--- config.mk ---
export PLATFORM = sky130hd
export DESIGN_NAME = divider_seq
export DESIGN_NICKNAME = d
export VERILOG_FILES = /design/src/rtl/divider_pkg.sv /design/src/rtl/divider_step.sv /design/src/rtl/divider_seq.sv
export SDC_FILE = /design/constraint.sdc
export NUM_CORES = 1
export LEC_CHECK = 0
export ABC_AREA = 1
export BUFFER_PORTS_ARGS = -buffer_cell sky130_fd_sc_hd__buf_2
export CAP_MARGIN = 20
export CORE_ASPECT_RATIO = 1.75
export CORE_MARGIN = 5
export CORE_UTILIZATION = 50
export DETAILED_ROUTE_END_ITERATION = 8
export GPL_TIMING_DRIVEN = 0
export PLACE_DENSITY_LB_ADDON = 0.12
export SYNTH_ARGS = -nofsm -noshare
export SYNTH_HDL_FRONTEND = slang
export SYNTH_SLANG_ARGS = --single-unit
--- constraint.sdc ---
create_clock -name clk -period 15.6 [get_ports clk]
set_input_delay 0.78 -clock clk [delete_from_list [all_inputs] [get_ports clk]]
set_output_delay 0.78 -clock clk [all_outputs]
set_load 0.01 [all_outputs]
--- src/rtl/divider_pkg.sv ---
`default_nettype none
// ============================================================================
// Module   : divider_pkg
// Brief    : Shared state encoding and arithmetic helpers for divider_seq.
// Revision : 1.0
// ============================================================================
package divider_pkg;

    typedef enum logic [1:0] {
        IDLE = 2'd0,
        CALC = 2'd1,
        FIX  = 2'd2,
        DONE = 2'd3
    } state_t;

    // Counter must be able to hold WIDTH itself, hence WIDTH+1.
    function automatic int cnt_width(input int width);
        return $clog2(width + 1);
    endfunction

    function automatic logic [63:0] negate(input logic [63:0] value);
        return ~value + 64'd1;
    endfunction

    function automatic logic [63:0] abs_val(input logic [63:0] value, input logic is_neg);
        return is_neg ? negate(value) : value;
    endfunction

endpackage
`default_nettype wire

--- src/rtl/divider_step.sv ---
`default_nettype none
// ============================================================================
// Module   : divider_step
// Brief    : One combinational restoring-division iteration (critical path).
// Revision : 1.0
// ============================================================================
module divider_step #(
    parameter int WIDTH = 32
) (
    input  logic [WIDTH:0]   rem_in,
    input  logic             dvd_bit,
    input  logic [WIDTH-1:0] dsr,
    output logic [WIDTH:0]   rem_out,
    output logic             q_bit
);

    logic [WIDTH:0]   shifted;
    logic [WIDTH+1:0] diff;
    logic             unused_msb;

    // The partial remainder is always below the divisor, so its top bit is
    // zero on entry and the shifted value still fits in WIDTH+1 bits.
    assign unused_msb = rem_in[WIDTH];
    assign shifted    = {rem_in[WIDTH-1:0], dvd_bit};
    assign diff       = {1'b0, shifted} - {2'b00, dsr};
    assign q_bit      = ~diff[WIDTH+1];
    assign rem_out    = q_bit ? diff[WIDTH:0] : shifted;

endmodule
`default_nettype wire

--- src/rtl/divider_seq.sv ---
`default_nettype none
// ============================================================================
// Module   : divider_seq
// Brief    : Iterative signed/unsigned divider with start/ready/done handshake.
// Revision : 1.0
// ============================================================================
module divider_seq
    import divider_pkg::*;
#(
    parameter int WIDTH = 32
) (
    input  logic             clk,
    input  logic             rst,
    input  logic             start,
    input  logic             is_signed,
    input  logic [WIDTH-1:0] dividend,
    input  logic [WIDTH-1:0] divisor,
    output logic             ready,
    output logic             busy,
    output logic             done,
    output logic [WIDTH-1:0] quotient,
    output logic [WIDTH-1:0] remainder,
    output logic             div_by_zero,
    output logic             overflow
);

    localparam int                CNT_W     = cnt_width(WIDTH);
    localparam logic [CNT_W-1:0]  LAST_STEP = CNT_W'(WIDTH - 1);
    localparam logic [WIDTH-1:0]  MOST_NEG  = {1'b1, {(WIDTH-1){1'b0}}};

    state_t           state, next_state;
    logic [CNT_W-1:0] count;
    logic [WIDTH:0]   part_rem, step_rem;
    logic [WIDTH-1:0] dvd_shift, dsr_mag, quo_shift;
    logic             neg_quo, neg_rem, step_bit;
    logic             accept, dvd_neg, dsr_neg, is_zero, is_ovf;
    logic [WIDTH-1:0] dvd_abs, dsr_abs, quo_fixed, rem_fixed;

    assign accept   = start && (state == IDLE);
    assign dvd_neg  = is_signed && dividend[WIDTH-1];
    assign dsr_neg  = is_signed && divisor[WIDTH-1];
    assign is_zero  = (divisor == '0);
    assign is_ovf   = is_signed && (dividend == MOST_NEG) && (&divisor);
    assign dvd_abs  = WIDTH'(abs_val(64'(dividend), dvd_neg));
    assign dsr_abs  = WIDTH'(abs_val(64'(divisor), dsr_neg));

    assign quo_fixed = neg_quo ? WIDTH'(negate(64'(quo_shift))) : quo_shift;
    assign rem_fixed = neg_rem ? WIDTH'(negate(64'(part_rem[WIDTH-1:0])))
                               : part_rem[WIDTH-1:0];

    divider_step #(
        .WIDTH (WIDTH)
    ) u_step (
        .rem_in  (part_rem),
        .dvd_bit (dvd_shift[WIDTH-1]),
        .dsr     (dsr_mag),
        .rem_out (step_rem),
        .q_bit   (step_bit)
    );

    always_comb begin
        next_state = state;
        case (state)
            IDLE: if (accept) next_state = (is_zero || is_ovf) ? DONE : CALC;
            CALC: if (count == LAST_STEP) next_state = FIX;
            FIX:  next_state = DONE;
            DONE: next_state = IDLE;
            default: next_state = IDLE;
        endcase
    end

    // Handshake outputs are registered alongside the state they decode.
    always_ff @(posedge clk or posedge rst) begin
        if (rst) begin
            state <= IDLE;
            ready <= 1'b1;
            busy  <= 1'b0;
            done  <= 1'b0;
        end else begin
            state <= next_state;
            ready <= (next_state == IDLE);
            busy  <= (next_state != IDLE);
            done  <= (next_state == DONE);
        end
    end

    always_ff @(posedge clk or posedge rst) begin
        if (rst) begin
            count       <= '0;
            part_rem    <= '0;
            dvd_shift   <= '0;
            dsr_mag     <= '0;
            quo_shift   <= '0;
            neg_quo     <= 1'b0;
            neg_rem     <= 1'b0;
            quotient    <= '0;
            remainder   <= '0;
            div_by_zero <= 1'b0;
            overflow    <= 1'b0;
        end else if (accept) begin
            count     <= '0;
            part_rem  <= '0;
            dvd_shift <= dvd_abs;
            dsr_mag   <= dsr_abs;
            quo_shift <= '0;
            neg_quo   <= dvd_neg ^ dsr_neg;
            neg_rem   <= dvd_neg;
            // Special cases publish their results directly at capture.
            if (is_zero) begin
                quotient    <= '1;
                remainder   <= dividend;
                div_by_zero <= 1'b1;
                overflow    <= 1'b0;
            end else if (is_ovf) begin
                quotient    <= dividend;
                remainder   <= '0;
                div_by_zero <= 1'b0;
                overflow    <= 1'b1;
            end else begin
                quotient    <= '0;
                remainder   <= '0;
                div_by_zero <= 1'b0;
                overflow    <= 1'b0;
            end
        end else if (state == CALC) begin
            count     <= count + CNT_W'(1);
            part_rem  <= step_rem;
            dvd_shift <= {dvd_shift[WIDTH-2:0], 1'b0};
            quo_shift <= {quo_shift[WIDTH-2:0], step_bit};
        end else if (state == FIX) begin
            quotient  <= quo_fixed;
            remainder <= rem_fixed;
        end
    end

endmodule
`default_nettype wire

==> results of run 1 <==
-- cell type report --
| class | count | area (sq um) | area share |
|---|---|---|---|
| clock buffer | 29 | 628.1 | 0.03585 |
| multi-input combinational | 1793 | 8579 | 0.4897 |
| timing repair buffer | 138 | 735.7 | 0.04199 |
| tap | 391 | 489.2 | 0.02792 |
| clock inverter | 11 | 173.9 | 0.009926 |
| buffer | 85 | 394.1 | 0.02250 |
| sequential | 207 | 5181 | 0.2957 |
| inverter | 354 | 1339 | 0.07641 |
-- state kept, by name (all words and copies together) (netlist names), 2 cells and up --
signal,cells
quo_shift,32
dsr_mag,32
remainder,32
dvd_shift,32
state,2
part_rem,32
count,6
quotient,32
-- layer usage --
metal / vias up / wire, um
met2: 677 / 31520
met1: 7772 / 21330
li1: 8154 / -
met4: 0 / 6301
met5: - / 0
met3: 232 / 2910
-- cells in the final DEF, fill, tap and decap left out, types with 13 or more instances in the layout --
master and n:
a21oi_1 82, xor2_1 17, o21ai_1 13, o22ai_1 37, xnor2_1 17, clkbuf_16 23, nand3_1 266, dfrtp_1 206
nor3_1 25, nand2_1 787, o21ai_0 118, buf_2 163, buf_1 16, ha_1 38, clkbuf_1 39, nor2_1 225
or2_2 17, inv_1 342, nand4_1 36
-- cells in the mapped netlist, types with 2 or more instances --
master	number	area [sq um]
o211ai_1	5	37.54
buf_1	16	60.06
buf_2	27	135.1
nor2_1	225	844.6
a21oi_1	82	410.4
buf_6	5	56.30
a21boi_1	5	37.54
o311ai_0	2	17.52
xnor2_1	17	148.9
a21boi_0	4	30.03
nand4_1	36	225.2
a22oi_1	9	67.56
nor2_2	9	56.30
ha_1	38	475.5
o21ai_0	118	590.6
o221ai_1	8	70.07
and2_1	3	18.77
dfrtp_1	206	5155
and3_1	2	12.51
o41ai_1	2	17.52
o21ai_1	13	65.06
o31ai_1	8	60.06
o22ai_1	37	231.5
inv_2	10	37.54
or2_2	17	106.4
nor2_4	4	45.04
o21a_1	3	22.52
nor4_1	2	12.51
nand2_2	6	37.54
xor2_1	17	148.9
a31oi_1	11	68.82
nand3_1	266	1331
nand2_4	3	33.78
or2_1	2	12.51
nand2_1	787	2954
o22a_1	2	17.52
nand3b_1	4	30.03
nor3_1	25	125.1
nand3_2	2	20.02
clkbuf_1	36	135.1
inv_1	343	1287
a2bb2oi_1	8	70.07
-- per-stage QoR --
stage	area [sq um]	power [mW]
5_1_grt	17520	4.585
3_3_place_gp	16660	3.544
2_1_floorplan	15490	2.746
4_1_cts	17520	4.197
3_5_place_dp	16720	3.588
6_report	17520	4.218
-- power breakdown --
part           total, mW  internal [mW]  switching [mW]
clock network      0.590          0.352           0.238
registers           1.01          0.801           0.210
logic               2.62          0.871            1.75
total               4.22           2.02            2.19
-- worst max-delay path by stage --
stage,from,to,cells after the start
after CTS,part_rem[11],part_rem[19],12
after global placement,rst,dvd_shift[18],2
final,part_rem[11],part_rem[19],12
after floorplan,rst,busy,1
after detailed placement,dividend[0],quotient[0],13
after global routing,dvd_shift[31],part_rem[28],14
-- critical path, delay by kind of cell (launching register included) --
family	cells	cell delay, ps
flops	1	480
buf+inv	1	80
fa+ha+maj	1	400
simple gates	10	1570
-- kinds of logic after synthesis --
family          count (synthesis)
compound gates                324
xor+xnor                       34
fa+ha+maj                      39
buf+inv                       439
flops                         207
mux                             1
simple gates                 1395
==> metrics.csv, run 1 <==
metric,value,unit
Worst EP required,16020,ps
fill count,3141,
Antenna Cells,0,
CTS max path bufs,3,
vias,16835,
TritonCTS clock tree,built,
All-Layer GR Usage,0.3557,
Starting Density,0.5038,
"Hold Vio Cnt, Final",0,
Routed WL per cell,20.63,um
GP Congestion,1.011,
GRT Max-Usage Layer,met2,
crit-path cells,"ha_1, nand2_1, nor2_1, inv_1, nor2_1, nand3_1, nand3_1, nand2_1, nand2_1, nand2_1, nand3_1, nand2_1",
post-CTS sizing,0,
Yosys warnings,0,
RSZ-0062 raised after global routing,no,
Syn Nets,2546,
mux share of post-synthesis cell area,0.0007272,
nets,2709,
Hold Path Class,in -> async,
IO Port Bufs,136,
CP arrival,3070,ps
Worst slew margin,0.2680,
Static Leakage,9.200,nW
critical path's largest stage delay,480,ps
xor and xnor area share after synthesis,0.01923,
Setup Skew,12.33,ps
Max Slew Vio Count,0,
compound-gate portion of the synthesized area,0.1216,
pre-CTS WS,12620,ps
endpoints failing setup,0,
Worst Max-Slew Pin Slew,1098,ps
crit start category,flip-flop,
Finished Layout Cells,3008,
largest net degree at the start of global routing,76,
#FFs+latches synth,207,
Die ar.,34730,sq um
fraction of layout cells with a size suffix above 1,0.1028,
met2 Usage GRT,0.6301,
io pins,137,
largest family of logic cells by synthesized area,simple AND/OR/NAND/NOR gates,
CTS H-Tree Depth,1,
Max IR drop VDD,142.5,uV
"Area growth, synth to finish",13.14,%
R2R cell count,12,
post-DP HPWL,50090,um
unique cell type count in the Yosys netlist,56,
mapped cell area,15490,sq um
max-capacitance violation count,0,
first-pass GRT wire length,94180,um
Post-synth ARST share,1.000,
Reg2Reg Launch Point,part_rem[11],
"Seq/Total Area, Yosys",0.3346,
vias per inst,5.597,
first-pass detailed-route iteration total,7,
Core Rows,85,
r2r endpoint,part_rem[19],
clock latency on the worst-skew pair,530,ps
ys flop type,dfrtp_1,
Final WS setup,12950,ps
slowest CP cell,dfrtp_1,
number of DRC markers in iteration 0,1207,
Worst Setup End Kind,flip-flop,
post-CTS setup buffer count,0,
TritonCTS Buffers,23,
min Tclk post-route,2655,ps
fin util,0.5700,
simple-gate share of the synthesized area,0.3805,
hold_buf cts,0,
final setup TNS,0,ps
WHS,274.8,ps
crit path max fanout,6,
chip width,143.0,um
CTS Root Cell,clkbuf_16,
"Clk pin slew, worst setup/hold paths",60,ps
DRC violations left,0,
DRT antenna net count,0,
FMAX,376.7,MHz
placed cell count,2968,
Syn Area/Cell,6.349,sq um
worst reg-to-reg setup slack,12950,ps
Die Y,242.8,um
vias in the first global route,16546,
Post-Syn Instances,2439,
initial antenna violation count,0,
Final period util,0.1702,
area of the core,30740,sq um
GRT Residual Overflow,0,
status,completed,
"Worst Path Class, Setup",reg -> reg,
detailed-route wire length,62070,um
"EDFF count, synth",0,
GR Util met3,0.03092,
CP most frequent cell,nand2_1,
Synth Area in Adders,0.03199,
clock sinks,207,
PwrDens,240.8,nW/um^2
GR met1 Demand/Resource,0.3750,
Power figures use the tool's default switching activity.
==> run 2, diff against run 1 <==
Settings changed: ABC_AREA 1 to 0.
Clock period 15.6 ns to 2.65 ns, I/O delays scaled along.
==> metrics.csv, run 2 <==
metric,value,unit
status,"complete, but fails checks",
failing checks,"negative hold slack, negative setup slack",
FMAX,325.7,MHz
Worst Setup End Kind,flip-flop,
largest net degree at the start of global routing,43,
vias,12435,
crit path max fanout,4,
Power Total,23.61,mW
crit start category,flip-flop,
multi-input logic area,7840,sq um
GP Congestion,0.9570,
IO Port Bufs,135,
chip width,129.7,um
Routed WL per cell,22.00,um
"EDFF count, synth",0,
"Worst Path Class, Setup",reg -> reg,
min Tclk post-route,3070,ps
CTS H-Tree Depth,1,
Max Slew Vio Count,0,
Max IR drop VDD,586.3,uV
critical path's largest stage delay,540,ps
ys flop type,dfrtp_1,
Setup Skew,11.95,ps
Sequential Area,5205,sq um
All-Layer GR Usage,0.3099,
most common cell in the netlist,dfrtp_1,
area of the core,24720,sq um
Worst EP required,3030,ps
Top Family by Delay on Critical Path,simple AND/OR/NAND/NOR gates,
Post-synth ARST share,1.000,
"commonest cells after routing, fill and taps aside","dfrtp_1 (187), nand2_1 (183), buf_2 (136)",
top-area cell type share of the netlist area,0.4108,
Gate power share,0.613,
WHS,-11.52,ps
Sequential Power Share,0.254,
Post-synth top cells,"dfrtp_1 (206), o21ai_0 (186), nand2_1 (185)",
"commonest non-fill, non-tap cell in the layout",dfrtp_1,
detailed-route wire length,44680,um
DRT antenna net count,0,
slowest CP cell,or4_4,
initial antenna violation count,1,
fill count,1976,
placed cell count,1894,
Hold Path Class,in -> reg,
Finished Layout Cells,2031,
RSZ-0062 raised after global routing,yes,
max-capacitance violation count,0,
first-pass detailed-route iteration total,5,
"Hold Vio Cnt, Final",1,
CP most frequent cell,or4_4,
Die Y,219.6,um
worst reg-to-reg setup slack,-420,ps
endpoints failing setup,55,
Final WS setup,-420.4,ps
fraction of layout cells with a size suffix above 1,0.2480,
unique cell type count in the Yosys netlist,63,
"Seq/Total Area, Yosys",0.4129,
Syn Nets,1548,
Starting Density,0.5075,
CTS max path bufs,3,
Static Leakage,7.286,nW
"Clk pin slew, worst setup/hold paths",70,ps
"Cell Area, Placed",13840,sq um
clock latency on the worst-skew pair,520,ps
Core Rows,76,
io pins,137,
fin area,16620,sq um
post-DP HPWL,32700,um
CP bufs+invs,1,
number of DRC markers in iteration 0,959,
vias per inst,6.123,
TritonCTS Buffers,21,
vias in the first global route,12818,
clock sinks,207,
Sw Share,0.4508,
Final period util,1.159,
Worst slew margin,0.3081,
mapped cell area,12550,sq um
CP arrival,3450,ps
Cell Int Power,12.96,mW
Synth area leaders,"dfrtp_1 (41%), o21ai_0 (7.4%), nand2_1 (5.5%), xnor2_1 (5.3%), xor2_1 (4.9%)",
Worst Max-Slew Pin Slew,1038,ps
nets,1812,
#FFs+latches synth,207,
switching pwr,10.64,mW
TritonCTS clock tree,built,
Synth area leader,dfrtp_1,
Post-Syn Instances,1441,
Yosys warnings,0,
Syn Area/Cell,8.707,sq um
crit-path cells,"or4_4, or3_4, or4_4, or4_4, buf_4, o31ai_4, xnor2_2, a22oi_2, o21ai_1",
GRT Residual Overflow,0,
clock share of power,0.133,
Die ar.,28490,sq um
"Area growth, synth to finish",32.45,%
CTS Root Cell,clkbuf_16,
DRC violations left,0,
PwrDens,1420,nW/um^2
first-pass GRT wire length,68430,um
final setup TNS,-14540,ps
## run 2: final timing paths
check	from	end	cells past startpoint
max	part_rem[12]	remainder[25]	9
min	dividend[23]	remainder[23]	3
max reg2reg	part_rem[12]	remainder[25]	9
min reg2reg	dsr_mag[9]	dsr_mag[9]	2
max in group asynchronous	rst	quo_shift[4]	6
min in group asynchronous	rst	remainder[2]	3
## run 2: per-layer routing
| metal | up-vias | track usage | wire (um) |
|---|---|---|---|
| li1 | 5713 | - | - |
| met1 | 5971 | 0.3011 | 14650 |
| met2 | 548 | 0.5837 | 23820 |
| met3 | 203 | 0.03299 | 2305 |
| met4 | 0 | 0.2327 | 3901 |
| met5 | - | 0 | 0 |
## run 2: metrics by stage
stage	hold slack [ps]	util	setup slack [ps]
6_report	-11.52	0.6722	-420.4
5_1_grt	-0.6278	0.6722	-486.7
4_1_cts	1.566	0.6480	-374.9
3_5_place_dp	197.1	0.5600	-1279
3_3_place_gp	425.2	0.5556	-1465
2_1_floorplan	265.2	-	-207.7
## run 2: what timing repair did
action | 4_1_cts | 5_1_grt
resized for setup | 174 | 134
setup endpoints to repair | 119 | 102
pin swaps | 55 | 53
buffers inserted | 33 | 20
gates cloned | 6 | 0
hold buffers | 47 | 1
endpoints found under the hold margin | 65 | 1
## run 2: cells by family (layout without fill, tap and decap cells)
| kind of cell | count (synthesis) | in the layout | share of synthesized area |
|---|---|---|---|
| AOI/OAI and AO/OA | 494 | 494 | 0.2449 |
| and+or+nand+nor | 400 | 400 | 0.1493 |
| DFF | 207 | 207 | 0.4129 |
| xor gates and xnor gates | 146 | 146 | 0.1019 |
| buffers and inverters | 145 | 422 | 0.04348 |
| adders and majority gates | 39 | 39 | 0.03949 |
| muxes | 10 | 10 | 0.007978 |
| other | 0 | 1 | 0 |
## run 2: power by group through the flow
stage | combinational, mW | clock [mW] | sequential, mW
3_3_place_gp | 10.3 | 0 | 5.84
4_1_cts | 13.0 | 3.16 | 5.87
5_1_grt | 15.7 | 3.27 | 6.15
6_report | 14.5 | 3.14 | 6.00
3_5_place_dp | 10.5 | 0 | 5.88
2_1_floorplan | 7.74 | 0 | 5.65
## run 2: worst reg2reg max path: stages, from the launching register on
cell	delay, ps
dfrtp_2	400
or4_4	540
or3_4	350
or4_4	450
or4_4	500
buf_4	170
o31ai_4	190
xnor2_2	110
a22oi_2	130
o21ai_1	80
## run 2: cell type report
cell class              instances  share of cell area
diodes                          1           0.0001506
plain buffers                  81             0.02582
clock buffers                  30             0.03727
clock inverters                 6            0.005496
inverters                      60             0.01378
multi-input cells            1089              0.4718
flip-flops and latches        207              0.3132
well taps                     312             0.02349
repair buffers                245              0.1090
